## config.mk

```make
export PLATFORM = sky130hd
export DESIGN_NAME = mem_req_arbiter
export DESIGN_NICKNAME = d
export VERILOG_FILES = /design/src/rtl/mem_req_arbiter.sv
export SDC_FILE = /design/constraint.sdc
export NUM_CORES = 1
export LEC_CHECK = 0
export CAP_MARGIN = 10
export CORE_MARGIN = 4
export CORE_UTILIZATION = 40
export DETAILED_ROUTE_END_ITERATION = 10
export GPL_ROUTABILITY_DRIVEN = 0
export PLACE_DENSITY = 0.92
export SLEW_MARGIN = 20
export SYNTH_ARGS = -nofsm -noshare
export SYNTH_HDL_FRONTEND = slang
export SYNTH_SLANG_ARGS = --single-unit
```

## constraint.sdc

```tcl
create_clock -name clk -period 2.2 [get_ports clk]
set_input_delay 0.33 -clock clk [delete_from_list [all_inputs] [get_ports clk]]
set_output_delay 0.33 -clock clk [all_outputs]
set_load 0.05 [all_outputs]
```

## src/rtl/mem_req_arbiter.sv

```systemverilog
// -----------------------------------------------------------------------------
// mem_req_arbiter
//   Shares one memory request port between NUM_REQ requesters. A round-robin
//   arbiter loads the winning MemReq into a registered output stage. Granted
//   reads push the requester id into an in-order FIFO. Each returning read
//   response pops the head id and is steered back to that requester.
//
//   A MemReq is 65 bits packed: {is_write[64], address[63:32], wdata[31:0]}.
//
// Ports
//   clk            : clock, all state on rising edge
//   rst_n          : asynchronous active-low reset
//   req_valid      : per-requester request valid
//   req_data       : packed MemReq array, requester i at [i*65 +: 65]
//   req_ready      : one-hot grant (combinational)
//   mem_req_valid  : registered request valid toward memory
//   mem_req        : registered MemReq toward memory
//   mem_req_ready  : memory consumes mem_req this cycle
//   mem_resp_valid : in-order read data return, no backpressure
//   mem_resp_data  : read data
//   resp_valid     : one-hot response strobe (registered, 1-cycle pulse)
//   resp_data      : read data for the strobed requester (registered, held)
//   err_resp       : sticky flag, a response arrived with no read outstanding
// -----------------------------------------------------------------------------
module mem_req_arbiter #(
    parameter int NUM_REQ   = 2,
    parameter int MAX_READS = 4
) (
    input  logic                   clk,
    input  logic                   rst_n,
    input  logic [NUM_REQ-1:0]     req_valid,
    input  logic [NUM_REQ*65-1:0]  req_data,
    output logic [NUM_REQ-1:0]     req_ready,
    output logic                   mem_req_valid,
    output logic [64:0]            mem_req,
    input  logic                   mem_req_ready,
    input  logic                   mem_resp_valid,
    input  logic [31:0]            mem_resp_data,
    output logic [NUM_REQ-1:0]     resp_valid,
    output logic [31:0]            resp_data,
    output logic                   err_resp
);

    localparam int ID_W    = $clog2(NUM_REQ);
    localparam int FIFO_AW = (MAX_READS > 1) ? $clog2(MAX_READS) : 1;
    localparam int CNT_W   = $clog2(MAX_READS + 1);

    // Registered state
    logic [ID_W-1:0]    ptr_reg;
    logic [CNT_W-1:0]   reads_in_flight_reg;
    logic [FIFO_AW-1:0] wr_ptr_reg;
    logic [FIFO_AW-1:0] rd_ptr_reg;
    logic               mem_req_valid_reg;
    logic [64:0]        mem_req_reg;
    logic [NUM_REQ-1:0] resp_valid_reg;
    logic [31:0]        resp_data_reg;
    logic               err_resp_reg;

    logic [ID_W-1:0]    fifo_mem [MAX_READS];

    // Combinational helpers
    logic [64:0]        req_arr [NUM_REQ];
    logic [NUM_REQ-1:0] eligible;
    logic               fifo_empty;
    logic               pop;
    logic               read_room;
    logic               slot_free;
    logic               grant_found;
    logic [ID_W-1:0]    grant_idx;
    logic [ID_W:0]      cand;
    logic [64:0]        granted_req;
    logic               push;
    logic [ID_W-1:0]    head_id;

    // The FIFO occupancy is exactly the number of reads in flight.
    assign fifo_empty = (reads_in_flight_reg == '0);
    assign pop        = mem_resp_valid && !fifo_empty;
    // A same-cycle pop frees an entry before the grant is judged.
    assign read_room  = (reads_in_flight_reg < CNT_W'(MAX_READS)) || pop;
    assign slot_free  = !mem_req_valid_reg || mem_req_ready;
    assign head_id    = fifo_mem[rd_ptr_reg];

    generate
        for (genvar gi = 0; gi < NUM_REQ; gi++) begin : g_req
            assign req_arr[gi]  = req_data[gi*65 +: 65];
            // Writes are never throttled by the read limit.
            assign eligible[gi] = req_valid[gi] && (req_arr[gi][64] || read_room);
        end
    endgenerate

    // Round-robin scan starting at ptr_reg, wrapping modulo NUM_REQ.
    always_comb begin
        grant_found = 1'b0;
        grant_idx   = '0;
        cand        = '0;
        for (int k = 0; k < NUM_REQ; k++) begin
            cand = {1'b0, ptr_reg} + (ID_W+1)'(k);
            if (cand >= (ID_W+1)'(NUM_REQ)) begin
                cand = cand - (ID_W+1)'(NUM_REQ);
            end
            if (!grant_found && slot_free && eligible[cand[ID_W-1:0]]) begin
                grant_found = 1'b1;
                grant_idx   = cand[ID_W-1:0];
            end
        end
    end

    assign granted_req = req_arr[grant_idx];
    assign push        = grant_found && !granted_req[64];
    assign req_ready   = grant_found ? ({{(NUM_REQ-1){1'b0}}, 1'b1} << grant_idx)
                                     : '0;

    // Request stage and round-robin pointer
    always_ff @(posedge clk or negedge rst_n) begin
        if (!rst_n) begin
            mem_req_valid_reg <= 1'b0;
            mem_req_reg       <= '0;
            ptr_reg           <= '0;
        end else if (slot_free) begin
            if (grant_found) begin
                mem_req_valid_reg <= 1'b1;
                mem_req_reg       <= granted_req;
                ptr_reg           <= (grant_idx == ID_W'(NUM_REQ-1)) ? '0
                                                                     : grant_idx + 1'b1;
            end else begin
                // Consumed with nothing to replace it; payload simply holds.
                mem_req_valid_reg <= 1'b0;
            end
        end
    end

    // ID FIFO storage (no reset needed, validity tracked by the counters)
    always_ff @(posedge clk) begin
        if (push) begin
            fifo_mem[wr_ptr_reg] <= grant_idx;
        end
    end

    // ID FIFO pointers and in-flight count
    always_ff @(posedge clk or negedge rst_n) begin
        if (!rst_n) begin
            wr_ptr_reg          <= '0;
            rd_ptr_reg          <= '0;
            reads_in_flight_reg <= '0;
        end else begin
            if (push) begin
                wr_ptr_reg <= (wr_ptr_reg == FIFO_AW'(MAX_READS-1)) ? '0 : wr_ptr_reg + 1'b1;
            end
            if (pop) begin
                rd_ptr_reg <= (rd_ptr_reg == FIFO_AW'(MAX_READS-1)) ? '0 : rd_ptr_reg + 1'b1;
            end
            case ({push, pop})
                2'b10:   reads_in_flight_reg <= reads_in_flight_reg + 1'b1;
                2'b01:   reads_in_flight_reg <= reads_in_flight_reg - 1'b1;
                default: reads_in_flight_reg <= reads_in_flight_reg;
            endcase
        end
    end

    // Response routing and orphan-response detection
    always_ff @(posedge clk or negedge rst_n) begin
        if (!rst_n) begin
            resp_valid_reg <= '0;
            resp_data_reg  <= '0;
            err_resp_reg   <= 1'b0;
        end else begin
            resp_valid_reg <= '0;
            if (pop) begin
                resp_valid_reg <= {{(NUM_REQ-1){1'b0}}, 1'b1} << head_id;
                resp_data_reg  <= mem_resp_data;
            end else if (mem_resp_valid) begin
                err_resp_reg <= 1'b1;
            end
        end
    end

    assign mem_req_valid = mem_req_valid_reg;
    assign mem_req       = mem_req_reg;
    assign resp_valid    = resp_valid_reg;
    assign resp_data     = resp_data_reg;
    assign err_resp      = err_resp_reg;

endmodule

```

# After elaboration in Yosys (flattened, before gate mapping)
# Memories as Yosys holds them, arrays and structs flattened.
# Cells that the tools add are included.
# op_classes
n_bitwise,2
n_reduce_logical,19
eq_ne,4
add_sub_neg,8
n_mux,22
order_cmp,6
shifts,2
# ops
operator,n
65-bit two-way mux,3
1-bit two-way mux,14
2-bit two-way mux,4
1-bit logical AND,7
2-bit equality test (second input constant),3
3-bit one-hot mux with 2 select lines,1
2-bit by 1-bit adder with 2-bit output (second input constant),2
2-bit greater-or-equal comparator (second input constant),2
1-bit zero test,4
1-bit logical OR,4
1-bit by 2-bit less-than comparator with 1-bit output (second input constant),2
2-bit AND reduction,2
1-bit by 1-bit << shifter with 2-bit output (first input constant),2
3-bit by 1-bit adder with 3-bit output (second input constant),1
3-bit zero test,1
3-bit less-than comparator (second input constant),1
3-bit by 1-bit subtractor with 3-bit output (second input constant),1
1-bit by 1-bit adder with 2-bit output (second input constant),1
2-bit by 1-bit equality test with 1-bit output (second input constant),1
1-bit by 2-bit greater-or-equal comparator with 1-bit output (second input constant),1
1-bit inverter with 2-bit output,1
2-bit nonzero test,1
1-bit subtractor (second input constant),2
1-bit adder (second input constant),1
1-bit inverter,1
# totals
word_cells,73
mem_bits_rw,4
output_inout_bits,103
memories,1
ff_bits,109
# mem_list
name,depth,word_bits,rd,rd_ports_with_merged_regs,write_ports,line,text
fifo_mem,4,1,1,0,1,59,logic [ID_W-1:0] fifo_mem [MAX_READS];

# Longest topological paths before layout
# Gate-level depths: netlist of run 1.
# depth
ltp_word,22
mapped_depth,11
mapped_depth_nobuf,10

# Least setup slack after synthesis of run 1
# OpenSTA, ideal clock, no wires.
# synth_path
kind,register -> output
startpoint,"reg mem_req_valid_reg, in the netlist mem_req_valid"
endpoint,out req_ready[0]
path_stages_with_launch,6
arrival_ns,1.787
setup_slack_ns,0.083
path_cell_list,dfrtp_1 nand2b_1 buf_2 buf_2 clkbuf_1 and3_1
# synth_via
elab_chain_len,10
# synth_lines
item,line,text
start: declaration,53,logic mem_req_valid_reg;
start signal: assignment,116,mem_req_valid_reg <= 1'b0;
start signal: assignment,121,mem_req_valid_reg <= 1'b1;
start signal: assignment,127,mem_req_valid_reg <= 1'b0;
1-bit zero test *,80,assign slot_free = !mem_req_valid_reg || mem_req_ready;
1-bit logical OR *,80,
1-bit logical AND,101,if (!grant_found && slot_free && eligible[cand[ID_W-1:0]]) begin
1-bit two-way mux,101,
1-bit zero test,101,
1-bit logical AND (2 in series),101,
1-bit two-way mux,101,
1-bit by 1-bit << shifter with 2-bit output,110,"assign req_ready = grant_found ? ({{(NUM_REQ-1){1'b0}}, 1'b1} << grant_idx)"
2-bit two-way mux *,110,
end: declaration,33,"output logic [NUM_REQ-1:0] req_ready,"
# Every way passes the cells marked *; elsewhere a longest branch is shown, timed or not.

# Worst setup path in the final report of run 1
# layout_path
startpoint,in mem_resp_valid
endpoint,out req_ready[0]
# layout_via
elab_chain_len,14
# layout_lines
item,line,text
start: declaration,37,"input logic mem_resp_valid,"
1-bit logical AND *,77,assign pop = mem_resp_valid && !fifo_empty;
1-bit logical OR *,79,assign read_room = (reads_in_flight_reg < CNT_W'(MAX_READS)) || pop;
1-bit logical OR,87,assign eligible[gi] = req_valid[gi] && (req_arr[gi][64] || read_room);
1-bit logical AND,87,
1-bit two-way mux (implied by the code) (2 in series),101,
1-bit logical AND,101,
1-bit two-way mux,101,
1-bit zero test,101,
1-bit logical AND (2 in series),101,
1-bit two-way mux,101,
1-bit by 1-bit << shifter with 2-bit output,110,
2-bit two-way mux *,110,
# Every way passes the cells marked *; elsewhere a longest branch is shown, timed or not. The select of a mux whose other input is x is not followed.

==> flow_metrics.env, run 1 <==
export IMPL_status="complete, no violations"
export IMPL_syn2layout_area_growth_pct=69.7
export IMPL_r2r_end="reads_in_flight_reg[2]$_DFFE_PN0P_"
export IMPL_grt_pass1_wl_microns=26800
export IMPL_required_ns=1.87
export IMPL_dp_cells=927
export IMPL_cts_tree="built"
export IMPL_antenna_found_initial=0
export IMPL_hpwlAfterDp_microns=12900
export IMPL_worst_path_max_delay_cell="clkdlybuf4s50_1"
export IMPL_crit_path_end_kind="output pin"
export IMPL_r2r_slack_ns=0.24
export IMPL_final_cells=958
export IMPL_syn_num_nets=675
export IMPL_reg2regPathDepth=10
export IMPL_ys_seq_area_share_pct=55.6
export IMPL_rsz0062_at_grt="no"
export IMPL_globalRouteTotalUtil_pct=23.8
export IMPL_power_density_nw_per_um2=1300
export IMPL_slew_headroom_pct=63.1
export IMPL_worstSetupStartpoint="mem_resp_valid"
export IMPL_die_h_microns=121
export IMPL_cp_arrival_ns=1.79
export IMPL_htreeDepth=4
export IMPL_hold_viol_final=0
export IMPL_chipWidth_microns=121
export IMPL_timing_fmax_mhz=471
export IMPL_synth_top_area_share_pct=53.2
export IMPL_drt_initial_drc_count=338
export IMPL_io_buffers=270
export IMPL_pre_cts_slack_ns=-0.122
export IMPL_critPathLaunchType="input port"
export IMPL_synth_edf_count=4
export IMPL_layout_nets=950
export IMPL_clk_pin_slew_ns=0.05
export IMPL_ys_top_cells_by_area="dfrtp_1 53%, nand2_1 9.0%, mux2_2 7.7%"
export IMPL_initial_core_util_pct=40.8
export IMPL_largest_reg_flops=65
export IMPL_cp_depth=5
export IMPL_finalCritPeriodShare_pct=96.5
export IMPL_synth_most_common_cell="nand2_1"
export IMPL_synthesis_instances=500
export IMPL_crit_chain="clkdlybuf4s50_1 -> or3b_1 -> o2111ai_4 -> and3_4 -> buf_12"
export IMPL_ant_nets=0
export IMPL_synth_top_cells_by_count="123 x nand2_1, 109 x dfrtp_1, 65 x a21oi_1, 57 x a31oi_1, 35 x mux2_2"
export IMPL_yosys_register_bits=113
export IMPL_clock_skew_ns=0.00793
export IMPL_maxCapViolations=0
export IMPL_die_area_sq_um=14700
export IMPL_clk_latency_ns=0.41
export IMPL_grt_overflow_total=0
export IMPL_cpLargestDelayFamily="simple AND/OR/NAND/NOR gates"
export IMPL_synthFlopType="dfrtp_1"
export IMPL_cp_num_buf_inv=2
export IMPL_critPathMaxStageDelay_ns=0.46
export IMPL_path_max_fanout=6
export IMPL_setup_viol=0
export IMPL_rows=41
export IMPL_r2r_start="ptr_reg$_DFFE_PN0P_"
export IMPL_first_pass_iters=4
export IMPL_drt_vias_per_instance=5.10
export IMPL_tns_ns=0
export IMPL_slew_viol_final=0
export IMPL_endpoint="req_ready[0]"
export IMPL_async_reset_ff_share_pct=96.5
export IMPL_vias=4888
export IMPL_cts_sinks=113
export IMPL_clock_tree_root_cell="clkbuf_16"
export IMPL_hold_class="in -> async"
export IMPL_wirelength_microns=17500
export IMPL_io_pins=271
export IMPL_cts_inserted_buffers=17
export IMPL_wl_per_cell_microns=18.2
export IMPL_drive_above_1_share_pct=14.4
export IMPL_criticalPathCategory="in -> out"
export IMPL_core_region_area_sq_um=12600
export IMPL_tightest_slew_ns=0.552
export IMPL_antenna_cells=0
export IMPL_period_needed_ns=2.12
export IMPL_setup_slack_ns=0.0776
export IMPL_synth_cell_types=35
export IMPL_grt_pass1_vias=5278
export IMPL_peakVddDrop_mv=0.603
export IMPL_netlist_area_sq_um=5120
export IMPL_synth_top_cell_by_area="dfrtp_1"
export IMPL_postCtsSetupBuffers=0
export IMPL_grt_max_degree=48
export IMPL_avgSynthCellArea_sq_um=10.2
export IMPL_p_leak_nw=3.58
export IMPL_cts_buffer_depth=2
export IMPL_synth_warning_count=0
export IMPL_remaining_drc_errors=0
area by class of cell:
type | count | area, sq um
Sequential cell | 113 | 2850
Timing Repair Buffer | 296 | 2990
Fill cell | 887 | 3870
Clock inverter | 7 | 87.6
Inverter | 10 | 37.5
Multi-Input combinational cell | 337 | 2060
Tap cell | 172 | 215
Clock buffer | 23 | 458
routing by layer:
metal	vias up	global-route usage (%)	routed length (microns)	share of wire (%)
met4	0	9.03	336	1.9
met5	-	0	0	0
met3	24	9.23	1860	11
li1	2284	-	-	-
met2	252	41.6	8850	51
met1	2328	26.2	6420	37
cells in the final DEF (no fill, tap or decap), drive strengths merged:
master,instances
nor3b,1
a21oi,65
o21a,1
and2,5
clkinvlp,1
buf,29
clkdlybuf4s50,266
xor2,2
nor2,6
nand2b,5
and3,1
nor3,2
or3b,1
fa,1
dfrtp,109
dlygate4sd3,1
o2111ai,1
bufinv,2
xnor2,1
clkinv,4
a32oi,1
inv,10
mux4,1
o21ai,2
clkbuf,23
ha,6
a22oi,1
edfxtp,4
mux2,35
a21o,2
nand2,130
nor2b,3
a31oi,64
through the flow:
stage / instance area (sq um) / power [mW] / hold WS (ns) / util (%)
after floorplan: 5120 / 6.60 / 0.0344 / -
after global placement: 8130 / 8.58 / 0.206 / 64.7
after detailed placement: 8130 / 8.77 / 0.205 / 64.7
after CTS: 8680 / 11.4 / 0.315 / 69.1
after global routing: 8690 / 11.8 / 0.360 / 69.2
final: 8690 / 11.3 / 0.334 / 69.2
worst min-delay path by stage:
stage	end	from	cells past startpoint
finish	resp_data[23]$_DFFE_PN0P_	rst_n	2
global route	resp_data[22]$_DFFE_PN0P_	rst_n	2
CTS	resp_data[23]$_DFFE_PN0P_	rst_n	2
detailed placement	resp_data[23]$_DFFE_PN0P_	rst_n	1
global placement	resp_data[23]$_DFFE_PN0P_	rst_n	1
floorplan	err_resp$_DFFE_PN0P_	rst_n	0
power breakdown:
| group | internal, mW | switching (mW) |
|---|---|---|
| Clock | 1.67 | 0.897 |
| Sequential | 2.78 | 0.422 |
| Combinational | 2.04 | 3.49 |
| Total | 6.49 | 4.81 |
timing repair:
item                                    CTS  global route
endpoints found under the setup margin    0             1
resized for setup                         0             2
hold buffers                              1             0
hold endpoints to repair                 14             0
cell families after synthesis:
logic type / count (synthesis) / synth area share, %
AO/OA/AOI/OAI: 137 / 16.3
XOR/XNOR: 3 / 0.513
adder cells (fa/ha/maj): 7 / 1.86
buffers and inverters: 50 / 4.98
flip-flops: 113 / 55.6
multiplexers: 36 / 8.13
AND/OR/NAND/NOR: 154 / 12.6
worst reg2reg max path, delay by kind of cell, from the launching register on:
kind / cells / cell delay (ns)
buf+inv: 2 / 0.12
flops: 1 / 0.39
fa+ha+maj: 2 / 0.54
xor+xnor: 2 / 0.30
compound gates: 1 / 0.17
simple gates: 3 / 0.35
No activity file was read; power rests on OpenSTA's default activity.
==> run 2: changes to the inputs <==
--- a/config.mk
+++ b/config.mk
@@ -6,11 +6,12 @@
 export NUM_CORES = 1
 export LEC_CHECK = 0
 export CAP_MARGIN = 10
+export CORE_ASPECT_RATIO = 1.2
 export CORE_MARGIN = 4
-export CORE_UTILIZATION = 40
+export CORE_UTILIZATION = 36
 export DETAILED_ROUTE_END_ITERATION = 10
 export GPL_ROUTABILITY_DRIVEN = 0
-export PLACE_DENSITY = 0.92
+export PLACE_DENSITY = 0.88
 export SLEW_MARGIN = 20
 export SYNTH_ARGS = -nofsm -noshare
 export SYNTH_HDL_FRONTEND = slang
==> constraint.sdc (replaced) <==
create_clock -name clk -period 1.9 [get_ports clk]
set_input_delay 0.285 -clock clk [delete_from_list [all_inputs] [get_ports clk]]
set_output_delay 0.285 -clock clk [all_outputs]
set_load 0.05 [all_outputs]
==> run 2 against run 1 <==
- largest power group unchanged
- utilization down 3.3 points
- via count is 2.5% higher
- register-to-register slack worse by 0.34 ns
- worst hold slack lost 0.10 ns
- first-iteration DRC count shrank 27%
- sequential share of layout area fell by 1.6 points
- final cell count grew 1.8%
- count of clock-buffer cells in the layout down 6
- critical path depth up 1
- highest routed layer unchanged
- the flow now finishes with violations (setup timing)
- setup slack lost 0.22 ns
- clock skew up 0.010 ns
==> flow_metrics.env, run 2 (synthesis gave the netlist of run 1 again) <==
export IMPL_cp_num_buf_inv=3
export IMPL_period_needed_ns=2.04
export IMPL_whs_ns=0.232
export IMPL_pwr_share_clk_pct=24.8
export IMPL_critPathLaunchType="input port"
export IMPL_ant_nets=0
export IMPL_wirelength_microns=17900
export IMPL_first_pass_iters=5
export IMPL_grt_pass1_wl_microns=26300
export IMPL_die_area_sq_um=16200
export IMPL_wl_per_cell_microns=18.4
export IMPL_cts_inserted_buffers=17
export IMPL_setup_slack_ns=-0.141
export IMPL_seq_power_share_pct=27.1
export IMPL_grt_max_degree=62
export IMPL_grt_overflow_total=0
export IMPL_multi_input_area_sq_um=2110
export IMPL_cpLargestDelayFamily="buffers and inverters"
export IMPL_timing_fmax_mhz=490
export IMPL_path_max_fanout=4
export IMPL_slew_headroom_pct=63.2
export IMPL_hold_viol_final=0
export IMPL_power_density_nw_per_um2=1490
export IMPL_cp_arrival_ns=1.76
export IMPL_layout_nets=966
export IMPL_violations="setup timing"
export IMPL_crit_chain="clkdlybuf4s50_1 -> buf_4 -> or3b_4 -> o2111ai_4 -> and3_4 -> buf_8"
export IMPL_drt_vias_per_instance=5.14
export IMPL_setup_viol=4
export IMPL_hold_class="in -> async"
export IMPL_core_region_area_sq_um=13900
export IMPL_cts_tree="built"
export IMPL_p_switching_mw=5.84
export IMPL_htreeDepth=4
export IMPL_final_common_cell="clkdlybuf4s50_1"
export IMPL_slew_viol_final=0
export IMPL_initial_core_util_pct=36.9
export IMPL_final_cell_mix="195 x clkdlybuf4s50_1, 123 x nand2_1, 108 x dfrtp_1, 65 x a21oi_1, 57 x a31oi_1"
export IMPL_finalCritPeriodShare_pct=107
export IMPL_swShare_pct=43.0
export IMPL_seqCellArea_sq_um=2850
export IMPL_placed_area_sq_um=8190
export IMPL_critPathMaxStageDelay_ns=0.43
export IMPL_status="finished with violations"
export IMPL_clock_tree_root_cell="clkbuf_16"
export IMPL_cts_buffer_depth=2
export IMPL_utilization_pct=65.8
export IMPL_worst_path_max_delay_cell="clkdlybuf4s50_1"
export IMPL_rsz0062_at_grt="yes"
export IMPL_fin_area_sq_um=9140
export IMPL_grt_pass1_vias=5150
export IMPL_antenna_cells=0
export IMPL_chipWidth_microns=117
export IMPL_required_ns=1.62
export IMPL_die_h_microns=139
export IMPL_hpwlAfterDp_microns=12300
export IMPL_largest_reg_flops=65
export IMPL_remaining_drc_errors=0
export IMPL_p_comb_share_pct=48.1
export IMPL_crit_path_end_kind="output pin"
export IMPL_vias=5010
export IMPL_power_internal_mw=7.74
export IMPL_io_buffers=270
export IMPL_p_leak_nw=4.15
export IMPL_drive_above_1_share_pct=18.7
export IMPL_fillers=1037
export IMPL_clk_latency_ns=0.42
export IMPL_maxCapViolations=0
export IMPL_tightest_slew_ns=0.552
export IMPL_drt_initial_drc_count=248
export IMPL_clock_skew_ns=0.0182
export IMPL_io_pins=271
export IMPL_clk_pin_slew_ns=0.06
export IMPL_criticalPathCategory="in -> out"
export IMPL_peakVddDrop_mv=0.603
export IMPL_syn2layout_area_growth_pct=78.3
export IMPL_antenna_found_initial=0
export IMPL_cts_sinks=113
export IMPL_globalRouteTotalUtil_pct=20.9
export IMPL_rows=47
run 2: layout make-up:
class	count	share of cell area (%)
clock buffer	17	4.66
clock inverter	15	2.14
inverter	10	0.520
multi-input combinational	337	23.1
sequential	113	31.2
tap	171	2.34
timing repair buffer	312	36.0
run 2: timing repair:
item | 4_1_cts | 5_1_grt
gates cloned | 0 | 3
buffers inserted | 6 | 0
pin swaps | 2 | 6
hold buffers | 1 | 0
endpoints found under the setup margin | 17 | 143
hold endpoints to repair | 109 | 0
resized for setup | 24 | 63
run 2: worst paths after layout:
| kind | from | end | slack (ns) | depth (start not counted) |
|---|---|---|---|---|
| max | req_data[129] | req_ready[0] | -0.14 | 6 |
| min in group clk | req_data[49] | mem_req[49]$_DFFE_PN0P_ | 0.43 | 3 |
| min | rst_n | resp_data[3]$_DFFE_PN0P_ | 0.23 | 2 |
| min reg2reg | err_resp$_DFFE_PN0P_ | err_resp$_DFFE_PN0P_ | 0.46 | 1 |
| max in group asynchronous | rst_n | mem_req[40]$_DFFE_PN0P_ | 1.13 | 3 |
| max reg2reg | ptr_reg$_DFFE_PN0P_ | reads_in_flight_reg[2]$_DFFE_PN0P_ | -0.10 | 10 |
run 2: power by group through the flow:
| stage | sequential [mW] | clock, mW | combinational, mW |
|---|---|---|---|
| 4_1_cts | 3.68 | 3.42 | 6.49 |
| 3_3_place_gp | 3.67 | 0 | 6.35 |
| 2_1_floorplan | 6.14 | 0 | 1.54 |
| 6_report | 3.68 | 3.37 | 6.53 |
| 5_1_grt | 3.77 | 3.55 | 6.88 |
| 3_5_place_dp | 3.72 | 0 | 6.45 |
run 2: worst reg2reg max path, stage by stage, from the launching register on:
cell,delay [ns]
dfrtp_1,0.40
nand2b_4,0.16
a32oi_2,0.23
nor2_4,0.05
inv_1,0.07
ha_2,0.18
inv_1,0.05
fa_2,0.34
xor2_1,0.15
nor2_1,0.13
xor2_1,0.16
run 2: metal layers:
layer  vias to the layer above  part of all wire [%]  global-route usage [%]
met2                       238                    52                    36.8
met3                        38                   8.8                    8.03
li1                       2323                     -                       -
met1                      2411                    37                    21.9
met5                         -                     0                       0
met4                         0                   3.0                    8.57
run 2: stage by stage:
stage	power (mW)	setup TNS, ns	setup WS, ns	cells
after floorplan	7.68	-0.0194	-0.0194	500
after global placement	10.0	-17.04	-0.356	933
after detailed placement	10.2	-22.16	-0.493	933
after CTS	13.6	-0.408	-0.161	972
after global routing	14.2	-0.632	-0.207	975
final	13.6	-0.316	-0.141	975
